[config.mk]
export PLATFORM = sky130hd
export DESIGN_NAME = uart_loader_ctrl_flat
export DESIGN_NICKNAME = d
export VERILOG_FILES = /design/src/rtl/uart_loader_ctrl_if.sv /design/src/rtl/uart_loader_ctrl.sv /design/src/flat_wrapper.sv
export SDC_FILE = /design/constraint.sdc
export NUM_CORES = 1
export LEC_CHECK = 0
export CAP_MARGIN = 20
export CELL_PAD_IN_SITES_DETAIL_PLACEMENT = 0
export CELL_PAD_IN_SITES_GLOBAL_PLACEMENT = 1
export CORE_MARGIN = 2
export CORE_UTILIZATION = 39
export CTS_CLUSTER_DIAMETER = 50
export DETAILED_ROUTE_END_ITERATION = 6
export GPL_TIMING_DRIVEN = 0
export PLACE_DENSITY_LB_ADDON = 0.1
export SETUP_SLACK_MARGIN = 0.4
export SKIP_CTS_REPAIR_TIMING = 1
export SLEW_MARGIN = 10
export SYNTH_ARGS = -nofsm -noshare
export SYNTH_HDL_FRONTEND = slang
export SYNTH_SLANG_ARGS = --single-unit
[constraint.sdc]
create_clock -name clk -period 2.9 [get_ports clk]
set_clock_uncertainty 0.15 [all_clocks]
set_input_delay 0.58 -clock clk [delete_from_list [all_inputs] [get_ports clk]]
set_output_delay 0.58 -clock clk [all_outputs]
set_load 0.005 [all_outputs]
[src/rtl/uart_loader_ctrl_if.sv]
// Byte stream in from the UART receiver, instruction-memory write port and
// load status out. The loader core uses the slave view; the byte source uses master.
interface uart_loader_ctrl_if #(
  parameter int ADDR_W = 10
);
  logic [7:0]        rx_byte_i;
  logic              rx_valid_i;
  logic              imem_we_o;
  logic [ADDR_W-1:0] imem_addr_o;
  logic [31:0]       imem_wdata_o;
  logic              cpu_hold_o;
  logic              load_done_o;
  logic              load_err_o;
  logic [1:0]        err_code_o;
  logic [7:0]        word_count_o;

  modport master (
    output rx_byte_i, rx_valid_i,
    input  imem_we_o, imem_addr_o, imem_wdata_o, cpu_hold_o,
    input  load_done_o, load_err_o, err_code_o, word_count_o
  );

  modport slave (
    input  rx_byte_i, rx_valid_i,
    output imem_we_o, imem_addr_o, imem_wdata_o, cpu_hold_o,
    output load_done_o, load_err_o, err_code_o, word_count_o
  );
endinterface

[src/rtl/uart_loader_ctrl.sv]
// Parses SYNC/LEN/data/CSUM/END frames from the UART byte stream, writes
// little-endian 32-bit words to instruction memory and stalls the CPU until a clean load.
module uart_loader_ctrl #(
  parameter logic [7:0] SYNC_BYTE   = 8'hAB,
  parameter logic [7:0] END_BYTE    = 8'hCD,
  parameter int         ADDR_W      = 10,
  parameter int         BASE_ADDR   = 0,
  parameter int         TIMEOUT_CYC = 1_000_000
) (
  input  logic               clk,
  input  logic               rst,
  uart_loader_ctrl_if.slave  bus
);

  typedef enum logic [2:0] {S_IDLE, S_LEN, S_DATA, S_CSUM, S_ENDB} state_t;

  localparam logic [1:0]  E_NONE    = 2'b00;
  localparam logic [1:0]  E_FRAME   = 2'b01;
  localparam logic [1:0]  E_CSUM    = 2'b10;
  localparam logic [1:0]  E_TIMEOUT = 2'b11;
  localparam logic [31:0] TO_LAST   = 32'(TIMEOUT_CYC - 1);
  localparam logic [ADDR_W-1:0] BASE = ADDR_W'(BASE_ADDR);

  state_t            r_state, w_state_nxt;
  logic [7:0]        r_len, w_len_nxt;
  logic [7:0]        r_csum, w_csum_nxt;
  logic [1:0]        r_bidx, w_bidx_nxt;
  logic [7:0]        r_widx, w_widx_nxt;
  logic [23:0]       r_shift, w_shift_nxt;
  logic [31:0]       r_timer, w_timer_nxt;
  logic              r_we, w_we_nxt;
  logic [ADDR_W-1:0] r_addr, w_addr_nxt;
  logic [31:0]       r_wdata, w_wdata_nxt;
  logic              r_hold, w_hold_nxt;
  logic              r_done, w_done_nxt;
  logic              r_err, w_err_nxt;
  logic [1:0]        r_ecode, w_ecode_nxt;
  logic [7:0]        r_wcnt, w_wcnt_nxt;

  logic [7:0]        w_byte;
  logic [31:0]       w_timer_inc;
  logic              w_expire;

  assign w_byte      = bus.rx_byte_i;
  assign w_timer_inc = r_timer + 32'd1;
  // Expiry is flagged on the edge where the timer would reach TIMEOUT_CYC-1;
  // a byte arriving on that same edge takes priority.
  assign w_expire    = (r_state != S_IDLE) && !bus.rx_valid_i && (w_timer_inc >= TO_LAST);

  always_ff @(posedge clk) begin
    if (!rst) begin
      r_state <= S_IDLE;
      r_len   <= '0;
      r_csum  <= '0;
      r_bidx  <= '0;
      r_widx  <= '0;
      r_shift <= '0;
      r_timer <= '0;
      r_we    <= 1'b0;
      r_addr  <= BASE;
      r_wdata <= '0;
      r_hold  <= 1'b1;
      r_done  <= 1'b0;
      r_err   <= 1'b0;
      r_ecode <= E_NONE;
      r_wcnt  <= '0;
    end else begin
      r_state <= w_state_nxt;
      r_len   <= w_len_nxt;
      r_csum  <= w_csum_nxt;
      r_bidx  <= w_bidx_nxt;
      r_widx  <= w_widx_nxt;
      r_shift <= w_shift_nxt;
      r_timer <= w_timer_nxt;
      r_we    <= w_we_nxt;
      r_addr  <= w_addr_nxt;
      r_wdata <= w_wdata_nxt;
      r_hold  <= w_hold_nxt;
      r_done  <= w_done_nxt;
      r_err   <= w_err_nxt;
      r_ecode <= w_ecode_nxt;
      r_wcnt  <= w_wcnt_nxt;
    end
  end

  always_comb begin
    w_state_nxt = r_state;
    w_len_nxt   = r_len;
    w_csum_nxt  = r_csum;
    w_bidx_nxt  = r_bidx;
    w_widx_nxt  = r_widx;
    w_shift_nxt = r_shift;
    w_timer_nxt = r_timer;
    w_we_nxt    = 1'b0;
    w_addr_nxt  = r_addr;
    w_wdata_nxt = r_wdata;
    w_hold_nxt  = r_hold;
    w_done_nxt  = 1'b0;
    w_err_nxt   = 1'b0;
    w_ecode_nxt = r_ecode;
    w_wcnt_nxt  = r_wcnt;

    if (bus.rx_valid_i) begin
      w_timer_nxt = '0;
    end else if (r_state != S_IDLE) begin
      w_timer_nxt = w_timer_inc;
    end

    if (w_expire) begin
      w_state_nxt = S_IDLE;
      w_err_nxt   = 1'b1;
      w_ecode_nxt = E_TIMEOUT;
      w_timer_nxt = '0;
    end else if (bus.rx_valid_i) begin
      unique case (r_state)
        S_IDLE: begin
          if (w_byte == SYNC_BYTE) begin
            w_state_nxt = S_LEN;
            w_hold_nxt  = 1'b1;
            w_ecode_nxt = E_NONE;
            w_csum_nxt  = '0;
            w_widx_nxt  = '0;
            w_bidx_nxt  = '0;
          end
        end
        S_LEN: begin
          if (w_byte == 8'd0) begin
            w_state_nxt = S_IDLE;
            w_err_nxt   = 1'b1;
            w_ecode_nxt = E_FRAME;
          end else begin
            w_len_nxt   = w_byte;
            w_csum_nxt  = r_csum ^ w_byte;
            w_bidx_nxt  = '0;
            w_state_nxt = S_DATA;
          end
        end
        S_DATA: begin
          // Bytes shift in from the top so byte 0 ends up in bits [7:0].
          w_csum_nxt  = r_csum ^ w_byte;
          w_bidx_nxt  = r_bidx + 2'd1;
          w_shift_nxt = {w_byte, r_shift[23:8]};
          if (r_bidx == 2'd3) begin
            w_we_nxt    = 1'b1;
            w_addr_nxt  = BASE + ADDR_W'(r_widx);
            w_wdata_nxt = {w_byte, r_shift};
            w_widx_nxt  = r_widx + 8'd1;
            if (r_widx == (r_len - 8'd1)) begin
              w_state_nxt = S_CSUM;
            end
          end
        end
        S_CSUM: begin
          if (w_byte == r_csum) begin
            w_state_nxt = S_ENDB;
          end else begin
            w_state_nxt = S_IDLE;
            w_err_nxt   = 1'b1;
            w_ecode_nxt = E_CSUM;
          end
        end
        S_ENDB: begin
          w_state_nxt = S_IDLE;
          if (w_byte == END_BYTE) begin
            w_done_nxt = 1'b1;
            w_hold_nxt = 1'b0;
            w_wcnt_nxt = r_len;
          end else begin
            w_err_nxt   = 1'b1;
            w_ecode_nxt = E_FRAME;
          end
        end
        default: w_state_nxt = S_IDLE;
      endcase
    end
  end

  assign bus.imem_we_o    = r_we;
  assign bus.imem_addr_o  = r_addr;
  assign bus.imem_wdata_o = r_wdata;
  assign bus.cpu_hold_o   = r_hold;
  assign bus.load_done_o  = r_done;
  assign bus.load_err_o   = r_err;
  assign bus.err_code_o   = r_ecode;
  assign bus.word_count_o = r_wcnt;

endmodule
[src/flat_wrapper.sv]
// flat-port wrapper written by rule: the top's interface ports become plain ports
module uart_loader_ctrl_flat 
#(
  parameter logic [7:0] SYNC_BYTE   = 8'hAB,
  parameter logic [7:0] END_BYTE    = 8'hCD,
  parameter int         ADDR_W      = 10,
  parameter int         BASE_ADDR   = 0,
  parameter int         TIMEOUT_CYC = 1_000_000
)
  (clk, rst, bus_rx_byte_i, bus_rx_valid_i, bus_imem_we_o, bus_imem_addr_o, bus_imem_wdata_o, bus_cpu_hold_o, bus_load_done_o, bus_load_err_o, bus_err_code_o, bus_word_count_o);
  uart_loader_ctrl_if #(.ADDR_W(ADDR_W)) bus_i ();
  input  logic clk;
  input  logic rst;
  input wire logic [$bits(bus_i.rx_byte_i)-1:0] bus_rx_byte_i;
  input wire logic [$bits(bus_i.rx_valid_i)-1:0] bus_rx_valid_i;
  output wire logic [$bits(bus_i.imem_we_o)-1:0] bus_imem_we_o;
  output wire logic [$bits(bus_i.imem_addr_o)-1:0] bus_imem_addr_o;
  output wire logic [$bits(bus_i.imem_wdata_o)-1:0] bus_imem_wdata_o;
  output wire logic [$bits(bus_i.cpu_hold_o)-1:0] bus_cpu_hold_o;
  output wire logic [$bits(bus_i.load_done_o)-1:0] bus_load_done_o;
  output wire logic [$bits(bus_i.load_err_o)-1:0] bus_load_err_o;
  output wire logic [$bits(bus_i.err_code_o)-1:0] bus_err_code_o;
  output wire logic [$bits(bus_i.word_count_o)-1:0] bus_word_count_o;
  assign bus_i.rx_byte_i = bus_rx_byte_i;
  assign bus_i.rx_valid_i = bus_rx_valid_i;
  assign bus_imem_we_o = bus_i.imem_we_o;
  assign bus_imem_addr_o = bus_i.imem_addr_o;
  assign bus_imem_wdata_o = bus_i.imem_wdata_o;
  assign bus_cpu_hold_o = bus_i.cpu_hold_o;
  assign bus_load_done_o = bus_i.load_done_o;
  assign bus_load_err_o = bus_i.load_err_o;
  assign bus_err_code_o = bus_i.err_code_o;
  assign bus_word_count_o = bus_i.word_count_o;
  uart_loader_ctrl #(.SYNC_BYTE(SYNC_BYTE), .END_BYTE(END_BYTE), .ADDR_W(ADDR_W), .BASE_ADDR(BASE_ADDR), .TIMEOUT_CYC(TIMEOUT_CYC)) u_core (.clk(clk), .rst(rst), .bus(bus_i));
endmodule
==> reports/qor.yml <==
job:
  drv_cap: 0
clock_network:
  cts.clk_slew.worst_paths_ns: 0.06
  htree_levels: 4
  cts_buffer_depth: 2
  cts_inserted_buffers: 17
  clock_latency_ns: 0.42
  cts_sinks: 139
  clockRootBuffer: "clkbuf_16"
  cts_tree: "done"
layout:
  final_util_pct: 53.2
  num-nets-final: 939
  mostFrequentLayoutCells: "169 x nand2_1, 123 x dfxtp_1, 85 x a21oi_1, 56 x clkdlybuf4s50_1, 48 x nor2_1"
  mostFrequentLayoutCell: "nand2_1"
  n_antenna_cell: 0
  final_cells: 1156
  fillers: 1550
  design_area_sq_um: 8820
  syn2layout_area_growth_pct: 32.9
  drive_gt1_share_pct: 18.3
place:
  io_buffers: 56
  globalplace.congestion: 0.841
  dp_hpwl_um: 12800
  place_area_sq_um: 7550
  dp_cells: 1091
die:
  die_w_um: 134
  coreArea_sq_um: 16600
  start_util_pct: 40.0
  die_h_um: 134
  rows: 47
  dieArea_sq_um: 18100
  ioPinCount: 67
grt:
  antenna_found_initial: 0
  grt_pass1_wl_um: 28400
  track_usage_pct: 19.8
  grt_start_max_net_pins: 17
  grt-ovfl-total: 0
  grt_pass1_vias: 5482
synthesis:
  ys_async_sr_fraction_pct: 0
  netlist_instances: 813
  syn_area_per_cell_sq_um: 8.16
  synth_cell_types: 59
  syn_area_sq_um: 6640
  synth_edf_count: 0
  yosysWarnings: 0
  synth-seq-cells: 139
  ys.flop_type: "dfxtp_1"
  yosysSeqAreaShare_pct: 41.9
timing:
  maxSlewHeadroom_pct: 45.1
  finalHoldViolCount: 0
  worst_pin_slew_ns: 0.818
  finalCritPeriodShare_pct: 98.2
  slew_viol_final: 0
  rsz0062_at_grt: "true"
  fmax_mhz: 351
  period_needed_ns: 2.85
  setup_viol: 0
  fin_tns_setup_ns: 0
drt:
  drtAntennaViolNets: 0
  wirelength_um: 18800
  via_count: 6077
  via_per_inst: 5.26
  dr.pass1.iters: 5
  drt-initial-drc-count: 387
  post-route-drc-count: 0
  wl_per_cell_um: 16.2
setup_path:
  endpoint_kind: "flip-flop"
  cp_max_fo: 5
  critPathLaunch: "u_core.r_timer[1]"
  arrival_ns: 3.00
  r2r_start: "u_core.r_timer[1]"
  critPathLaunchType: "flip-flop"
  rrSetupSlack_ns: 0.05
  cp.required_ns: 3.05
  crit_type: "flip-flop to flip-flop"
hold_path:
  hold_class: "flip-flop to flip-flop"
  min_from: "u_core.bus.imem_wdata_o[11]"
status:
  status: "complete, no violations"
power:
  finalPower_uw: 4580
  peakVddDrop_mv: 0.398
  power_density_nw_per_um2: 520
  leakage_uw: 0.00308
==> Yosys cell counts (all sizes together) (5+ instances only) <==
| master | instances | area (sq um) |
|---|---|---|
| nand3 | 24 | 120 |
| a31oi | 9 | 71.3 |
| nor2 | 52 | 195 |
| xor2 | 28 | 245 |
| a21oi | 86 | 434 |
| nand4 | 19 | 146 |
| and3 | 16 | 100 |
| o21ai | 26 | 130 |
| nand3b | 14 | 105 |
| nor3 | 50 | 390 |
| buf | 8 | 76.3 |
| dfxtp | 139 | 2780 |
| xnor2 | 37 | 324 |
| nor4 | 7 | 50.1 |
| mux2i | 15 | 150 |
| inv | 13 | 48.8 |
| ha | 5 | 62.6 |
| nand2 | 170 | 638 |
| and4 | 5 | 43.8 |
| clkbuf | 47 | 178 |
==> sequential cells by signal, indices dropped and copies added (netlist names), 2 cells and up <==
signal and cells:
u_core.r_widx 8, u_core.bus.word_count_o 8, u_core.bus.imem_wdata_o 32, u_core.r_timer 32, u_core.r_len 8, u_core.bus.imem_addr_o 8, u_core.r_state 3, u_core.bus.err_code_o 2
u_core.r_bidx 2, u_core.r_shift 24, u_core.r_csum 8
==> worst paths after layout <==
path,cells after the start,endpoint
worst max-delay path,10,u_core.bus.load_err_o
worst min-delay path,2,u_core.bus.imem_wdata_o[11]
worst min register to register,2,u_core.bus.imem_wdata_o[11]
worst max register to register,10,u_core.bus.load_err_o
==> layer usage <==
layer	GRT usage (%)	vias up	routed length, um
met5	0	-	0
met4	5.03	0	138
met3	4.42	16	832
met2	30.0	153	8470
met1	28.4	2887	9310
li1	-	3021	-
==> critical path: stages (launching register included) <==
cell and delay, ns:
dfxtp_4 0.36, ha_4 0.17, nand3_4 0.08, buf_6 0.13
o41a_1 0.41, o22a_1 0.23, or4_4 0.54, nand4_4 0.12
a31oi_4 0.18, buf_6 0.18, o211a_1 0.19
==> cell families (layout without fill, tap and decap cells) <==
logic type               after synthesis  in the layout  share of synthesized area, %
AND/OR/NAND/NOR                      376            376                          29.0
AO/OA/AOI/OAI                        144            145                          12.6
flip-flops                           139            139                          41.9
buffers and inverters                 68            189                          4.56
XOR/XNOR                              65             65                          8.58
multiplexers                          15             15                          2.26
adder cells (fa/ha/maj)                5              5                         0.943
other                                  1              2                        0.0565
==> where the power goes <==
group / internal, uW / switching (uW)
combinational: 27.8 / 88.0
sequential: 1910 / 2.15
clock: 1710 / 840
total: 3650 / 931
==> area by class of cell <==
| class | instances | area, sq um | share of cell area, % |
|---|---|---|---|
| multi-input cells | 608 | 3840 | 43.6 |
| repair buffers | 89 | 863 | 9.79 |
| clock buffers | 23 | 488 | 5.53 |
| well taps | 220 | 275 | 3.12 |
| clock inverters | 9 | 204 | 2.31 |
| flip-flops and latches | 139 | 2810 | 31.8 |
| inverters | 13 | 48.8 | 0.553 |
| plain buffers | 55 | 289 | 3.28 |
==> per-stage QoR <==
| stage | setup slack, ns | hold WS (ns) |
|---|---|---|
| after detailed placement | -0.534 | 0.297 |
| after floorplan | 0.337 | 0.282 |
| final | 0.0535 | 0.301 |
| after global placement | -0.551 | 0.294 |
| after CTS | -0.0962 | 0.305 |
| after global routing | -0.0405 | 0.323 |
No activity file was read; power rests on OpenSTA's default activity.
